==> config.mk <==
export PLATFORM = sky130hd
export DESIGN_NAME = updown_sweep_ctrl
export DESIGN_NICKNAME = d
export VERILOG_FILES = /design/src/rtl/updown_sweep_ctrl.sv
export SDC_FILE = /design/constraint.sdc
export NUM_CORES = 1
export LEC_CHECK = 0
export BUFFER_PORTS_ARGS = -buffer_cell sky130_fd_sc_hd__buf_4
export CAP_MARGIN = 0
export CORE_MARGIN = 5
export CORE_UTILIZATION = 56
export CTS_CLUSTER_DIAMETER = 150
export DETAILED_ROUTE_END_ITERATION = 8
export MAX_ROUTING_LAYER = met4
export PLACE_DENSITY = 0.83
export SYNTH_ARGS = -nofsm -noshare
export SYNTH_HDL_FRONTEND = slang
export SYNTH_SLANG_ARGS = --single-unit
export TNS_END_PERCENT = 100
==> constraint.sdc <==
create_clock -name clk -period 4.4 [get_ports clk]
set_clock_uncertainty 0.05 [all_clocks]
set_input_delay 0.44 -clock clk [delete_from_list [all_inputs] [get_ports clk]]
set_output_delay 0.44 -clock clk [all_outputs]
set_load 0.01 [all_outputs]
==> src/rtl/updown_sweep_ctrl.sv <==
// ---------------------------------------------------------------------------
// updown_sweep_ctrl: sequences a shared up/down counter through lo->hi->lo sweeps
// Revision: 1.0
// ---------------------------------------------------------------------------
`default_nettype none

module updown_sweep_ctrl #(
  parameter int WIDTH = 3,
  parameter int REP_W = 4
) (
  input  logic             clk,
  input  logic             rst,
  input  logic             start_valid,
  output logic             start_ready,
  input  logic [WIDTH-1:0] lo,
  input  logic [WIDTH-1:0] hi,
  input  logic [REP_W-1:0] reps,
  input  logic             abort,
  output logic             cnt_load,
  output logic [WIDTH-1:0] cnt_load_val,
  output logic             cnt_en,
  output logic             cnt_up,
  output logic [WIDTH-1:0] pos,
  output logic             busy,
  output logic             done,
  output logic             err
);

  typedef enum logic [2:0] {
    S_IDLE = 3'd0,
    S_LOAD = 3'd1,
    S_UP   = 3'd2,
    S_DOWN = 3'd3,
    S_DONE = 3'd4
  } state_t;

  state_t           state_q, state_d;
  logic [WIDTH-1:0] pos_q, pos_d;
  logic [WIDTH-1:0] lo_q, lo_d;
  logic [WIDTH-1:0] hi_q, hi_d;
  logic [REP_W-1:0] rep_q, rep_d;
  logic             err_q, err_d;

  logic [WIDTH-1:0] pos_inc;
  logic [WIDTH-1:0] pos_dec;
  logic             bad_cmd;

  assign pos_inc = pos_q + WIDTH'(1);
  assign pos_dec = pos_q - WIDTH'(1);
  assign bad_cmd = (lo >= hi) || (reps == '0);

  always_ff @(posedge clk or negedge rst) begin
    if (!rst) begin
      state_q <= S_IDLE;
      pos_q   <= '0;
      lo_q    <= '0;
      hi_q    <= '0;
      rep_q   <= '0;
      err_q   <= 1'b0;
    end else begin
      state_q <= state_d;
      pos_q   <= pos_d;
      lo_q    <= lo_d;
      hi_q    <= hi_d;
      rep_q   <= rep_d;
      err_q   <= err_d;
    end
  end

  always_comb begin
    state_d = state_q;
    pos_d   = pos_q;
    lo_d    = lo_q;
    hi_d    = hi_q;
    rep_d   = rep_q;
    err_d   = 1'b0;
    case (state_q)
      S_IDLE: begin
        // abort is deliberately not looked at here: a start wins over it
        if (start_valid) begin
          if (bad_cmd) begin
            err_d = 1'b1;
          end else begin
            lo_d    = lo;
            hi_d    = hi;
            rep_d   = reps;
            state_d = S_LOAD;
          end
        end
      end
      S_LOAD: begin
        if (abort) begin
          state_d = S_IDLE;
        end else begin
          pos_d   = lo_q;
          state_d = S_UP;
        end
      end
      S_UP: begin
        if (abort) begin
          state_d = S_IDLE;
        end else begin
          pos_d = pos_inc;
          if (pos_inc == hi_q) state_d = S_DOWN;
        end
      end
      S_DOWN: begin
        if (abort) begin
          state_d = S_IDLE;
        end else begin
          pos_d = pos_dec;
          if (pos_dec == lo_q) begin
            rep_d   = rep_q - REP_W'(1);
            state_d = (rep_q == REP_W'(1)) ? S_DONE : S_UP;
          end
        end
      end
      S_DONE: state_d = S_IDLE;
      default: state_d = S_IDLE;
    endcase
  end

  assign start_ready  = (state_q == S_IDLE);
  assign busy         = (state_q != S_IDLE);
  assign cnt_load     = (state_q == S_LOAD) && !abort;
  assign cnt_load_val = lo_q;
  assign cnt_en       = ((state_q == S_UP) || (state_q == S_DOWN)) && !abort;
  assign cnt_up       = (state_q == S_UP);
  assign pos          = pos_q;
  assign done         = (state_q == S_DONE);
  assign err          = err_q;

endmodule

`default_nettype wire

-- Word level (Yosys, flattened, before mapping)
Cells that the tools add are included.
- register bits after elaboration: 17
- input bits: 14
- output and inout bits: 13
- word-level logic and storage cells: 61
- $add $sub $neg: 3
- $lt $le $gt $ge: 1
- equal/unequal tests: 15
- multiplexer cells: 21
- bitwise operators: 1
- reduce and logical (&&, ||, !) cells: 14
- operators by type and width (operator ; count):
    $mux 3 ; 10
    $mux 4 ; 4
    $ne 2x2->1 const B ; 6
    $pmux 3 s4 ; 1
    $pmux 3 s3 ; 1
    $pmux 4 s2 ; 1
    $reduce_and 4->1 ; 2
    $eq 3x2->1 const B ; 2
    $eq 3x3->1 ; 2
    $reduce_bool 3->1 ; 2
    $reduce_and 5->1 ; 1
    $eq 4x1->1 const B ; 1
    $logic_not 4->1 ; 1
    $sub 4x1->4 const B ; 1
    $add 3x1->3 const B ; 1
    $eq 3x1->1 const B ; 1
    $eq 3x3->1 const B ; 1
    $ge 3x3->1 ; 1
    $logic_not 3->1 ; 1
    $mux 1 ; 3
    $ne 3x2->1 const B ; 1
    $ne 3x3->1 const B ; 1
    $reduce_and 3->1 ; 1
    $sub 3x1->3 const B ; 1
    6 further kinds ; 8

-- Logic depth before layout (Yosys ltp)
- depth after elaboration: 5
- mapped depth: 7
- depth with buffers taken out: 7

-- Worst setup path before layout
Ideal clock, no wire load.
- path kind: input-to-reg
- start point: input hi[2]
- end point: register lo_q[0] (netlist: cnt_load_val[0])
- setup time: 0.125 ns
- data arrival time: 1.697 ns
- required time: 4.225 ns
- slack: 2.529 ns
- cell stages on the path: 7
- path buffers: 0
- cells stage by stage: inv_1 ha_1 o21ai_0 a21oi_1 nor3_2 nand3_1 mux2_2
- word-level cells in the longest chain between the ends: 4
- RTL lines (what ; RTL line ; RTL):
    start: declaration ; 16 ; input logic [WIDTH-1:0] hi,
    $ge 3x3->1 ; 50 ; assign bad_cmd = (lo >= hi) || (reps == '0);
    $logic_or 1x1->1 ; 50 ;
    $not 1->1 (no line) ; -- ;
    $reduce_and 3->1 (no line) ; -- ;
    end signal: assignment ; 63 ; lo_q <= lo_d;
    end: declaration ; 39 ; logic [WIDTH-1:0] lo_q, lo_d;
Every way passes these cells.
A chain may end at the register's enable or synchronous reset.

-- Worst setup path in the final report
- start point: register pos_q[0] (netlist: pos[0])
- end point: register rep_q[3]
- word-level cells in the longest chain between the ends: 4
- RTL lines (what ; RTL line ; RTL):
    start: declaration ; 38 ; logic [WIDTH-1:0] pos_q, pos_d;
    start signal: assignment ; 62 ; pos_q <= pos_d;
    $sub 3x1->3 ; 49 ; assign pos_dec = pos_q - WIDTH'(1);
    $eq 3x3->1 ; 112 ; if (pos_dec == lo_q) begin
    $ne 2x2->1 (no line) ; -- ;
    $reduce_and 5->1 (no line) ; -- ;
    end signal: assignment ; 65 ; rep_q <= rep_d;
    end: declaration ; 41 ; logic [REP_W-1:0] rep_q, rep_d;
Every way passes these cells.

==> impl_metrics.yaml <==
outcome:
  outcome: "finished clean"
cells_and_area:
  drive_above_1_share_pct: 29.2
  fin_nets: 166
  area_growth_pct: 22.3
  fin_area_um2: 1350
  n_antenna_cell: 0
sta:
  finalCriticalPeriod_ps: 1940
  worstMarginPinSlew_ps: 506
  hold_viol: 0
  period_share_pct: 44.2
  max_clock_freq_mhz: 514
  slew_viol_final: 0
  rsz0062_at_grt: "false"
  relSlewSlack_pct: 66.1
  setup_violations: 0
  fin_tns_setup_ps: 0
synthesis:
  ys_warn_count: 0
  syn-cell-area_um2: 1110
  syn_nets: 137
  synth_edf_count: 0
  synthCells: 116
  avgSynthCellArea_um2: 9.55
  synthArstFlopShare_pct: 100
  yosysUniqueCellTypes: 36
  ys_seq_elements: 17
  yosysSeqAreaShare_pct: 38.4
  synth_ff_type: "dfrtp_1"
drt:
  firstDrtPassIters: 4
  routed_via_density: 5.46
  drc_errors: 0
  wl_mm: 2.34
  drt_iter0_drc: 18
  num_vias: 933
  drt.antenna.violating_nets: 0
  routedWlPerCell_um: 13.7
power:
  peakVddDrop_mv: 0.369
  swShare_pct: 41.1
  pwr_density_cell_nw_per_um2: 593
  combPwrFrac_pct: 51.2
  power_switching_uw: 330
  p_clk_share_pct: 10.5
  p_int_uw: 473
  power_leakage_uw: 0.000650
  seqPwrFrac_pct: 38.3
critical_path:
  cp_cell_sequence: "inv_1, ha_1, xor2_1, nand4_1, o21ai_4, o21ai_2, a22o_1"
  start_kind: "flip-flop"
  path_class: "reg2reg"
  cp-end-kind: "flip-flop"
  slowest_delay_ps: 500
  critPathMaxFanout: 8
  r2r_start: "pos[0]$_DFFE_PN0P_"
  cp.arrival_ps: 2070
  startpoint: "pos[0]$_DFFE_PN0P_"
  crit_slowest_cell: "dfrtp_1"
  cp_data_required_time_ps: 4530
floorplan:
  die_h_um: 54.5
  rows: 16
  fp.dieW_um: 54.5
  start_util_pct: 57.6
  ios: 27
  die_area_um2: 2970
  core_um2: 1920
placed_design:
  portBuffers: 26
  dp_hpwl_mm: 1.88
  placed_cell_area_um2: 1320
  finalWeightedCongestion: 0.828
clocking:
  cts_setup_buffers: 0
  htree_levels: 1
  worstSkewPairLatency_ps: 290
  clk_pin_slew_ps: 110
  cts_sinks: 17
  cts_tree: "built"
  cts-root-buf: "clkbuf_4"
  cts_buffer_depth: 2
  numCtsBuffers: 3
global_routing:
  grt_max_degree: 18
  grtUsageTotal_pct: 19.2
  grt_overflow: 0
  grt_pass1_vias: 938
  grt_first_pass_wirelength_mm: 4.06
  grt_antenna_before_repair: 0
job:
  drv_cap: 0
hold_path:
  hold_path_class: "in2reg"
  min-delay-start: "hi[1]"
[state kept, by name (all words and copies together) (netlist names)]
signal / cells
rep_q: 4
cnt_load_val: 3
hi_q: 3
pos: 3
state_q: 3
err: 1
[final timing paths]
path	endpoint	depth (start not counted)	slack [ps]
min	hi_q[1]$_DFFE_PN0P_	2	330
max	rep_q[3]$_DFFE_PN0P_	7	2460
max in group asynchronous	rep_q[2]$_DFFE_PN0P_	2	3610
min reg2reg	hi_q[0]$_DFFE_PN0P_	1	490
max reg2reg	rep_q[3]$_DFFE_PN0P_	7	2460
min in group asynchronous	cnt_load_val[2]$_DFFE_PN0P_	2	480
[worst max-delay path: cells and delay by family, from the launching register on]
family,cells,cell delay [ps]
fa+ha+maj,1,360
buf+inv,1,80
compound gates,3,450
simple gates,1,170
xor+xnor,1,220
flops,1,500
[layout make-up]
| type | instances | area (µm²) |
|---|---|---|
| Multi-Input combinational cell | 87 | 629 |
| Fill cell | 157 | 568 |
| Sequential cell | 17 | 425 |
| Timing Repair Buffer | 27 | 205 |
| Inverter | 9 | 33.8 |
| Tap cell | 27 | 33.8 |
| Clock buffer | 4 | 26.3 |
[power by group through the flow]
stage	combinational, µW	sequential, µW	clock (µW)
final	411	307	84.2
after global routing	456	319	92.3
after CTS	414	307	85.7
after detailed placement	412	310	0
after global placement	400	304	0
after floorplan	287	295	0
[through the flow]
step	power, µW	worst slack [ps]	util, %	std cells	hold slack (ps)
floorplan	582	2530	-	116	94.4
global placement	705	2320	68.6	166	261
detailed placement	721	2250	68.6	166	267
CTS	806	2450	70.4	171	336
global route	867	2260	70.4	171	327
finish	802	2460	70.4	171	334
[cells by family (layout without fill, tap and decap cells)]
family | Yosys count | in the layout | share of synthesized area, %
AO/OA/AOI/OAI | 25 | 25 | 14.0
XOR/XNOR | 8 | 8 | 7.57
adder cells (fa/ha/maj) | 7 | 7 | 7.91
buffers and inverters | 12 | 40 | 4.75
flip-flops | 17 | 17 | 38.4
multiplexers | 6 | 6 | 6.10
AND/OR/NAND/NOR | 41 | 41 | 21.2
[cell usage after synthesis, types with 2 or more instances]
master | number | share of area (%)
nand2_1 | 10 | 3.4
nor3_1 | 2 | 0.90
a21oi_1 | 8 | 3.6
nand3_1 | 3 | 1.4
o21ai_0 | 9 | 4.1
nand2b_1 | 2 | 1.1
and3_1 | 2 | 1.1
dfrtp_1 | 17 | 38
mux2_2 | 6 | 6.1
ha_1 | 7 | 7.9
xnor2_1 | 3 | 2.4
xor2_1 | 4 | 3.2
nor4_1 | 2 | 1.1
inv_1 | 9 | 3.1
nor2_1 | 10 | 3.4
clkbuf_1 | 2 | 0.68
[metal layers]
| layer | GRT usage, % | part of all wire (%) | up-vias |
|---|---|---|---|
| li1 | - | - | 464 |
| met1 | 23.2 | 45 | 445 |
| met2 | 33.1 | 51 | 22 |
| met3 | 3.54 | 4.1 | 2 |
| met4 | 4.15 | 0.60 | 0 |
| met5 | - | 0 | - |
[what timing repair did]
action	CTS	global route
hold endpoints to repair	17	0
hold buffers	1	0
resized for setup	0	0
[cells in the final DEF (no fill, tap or decap), drive strengths merged, types with 3 or more instances in the layout]
master,n
buf,26
dfrtp,17
o21ai,12
nor2,10
nand2,10
inv,9
a21oi,8
ha,7
mux2,6
xor2,4
clkbuf,4
nor3,4
nand3,3
xnor2,3
(Power assumes the default switching activity.)
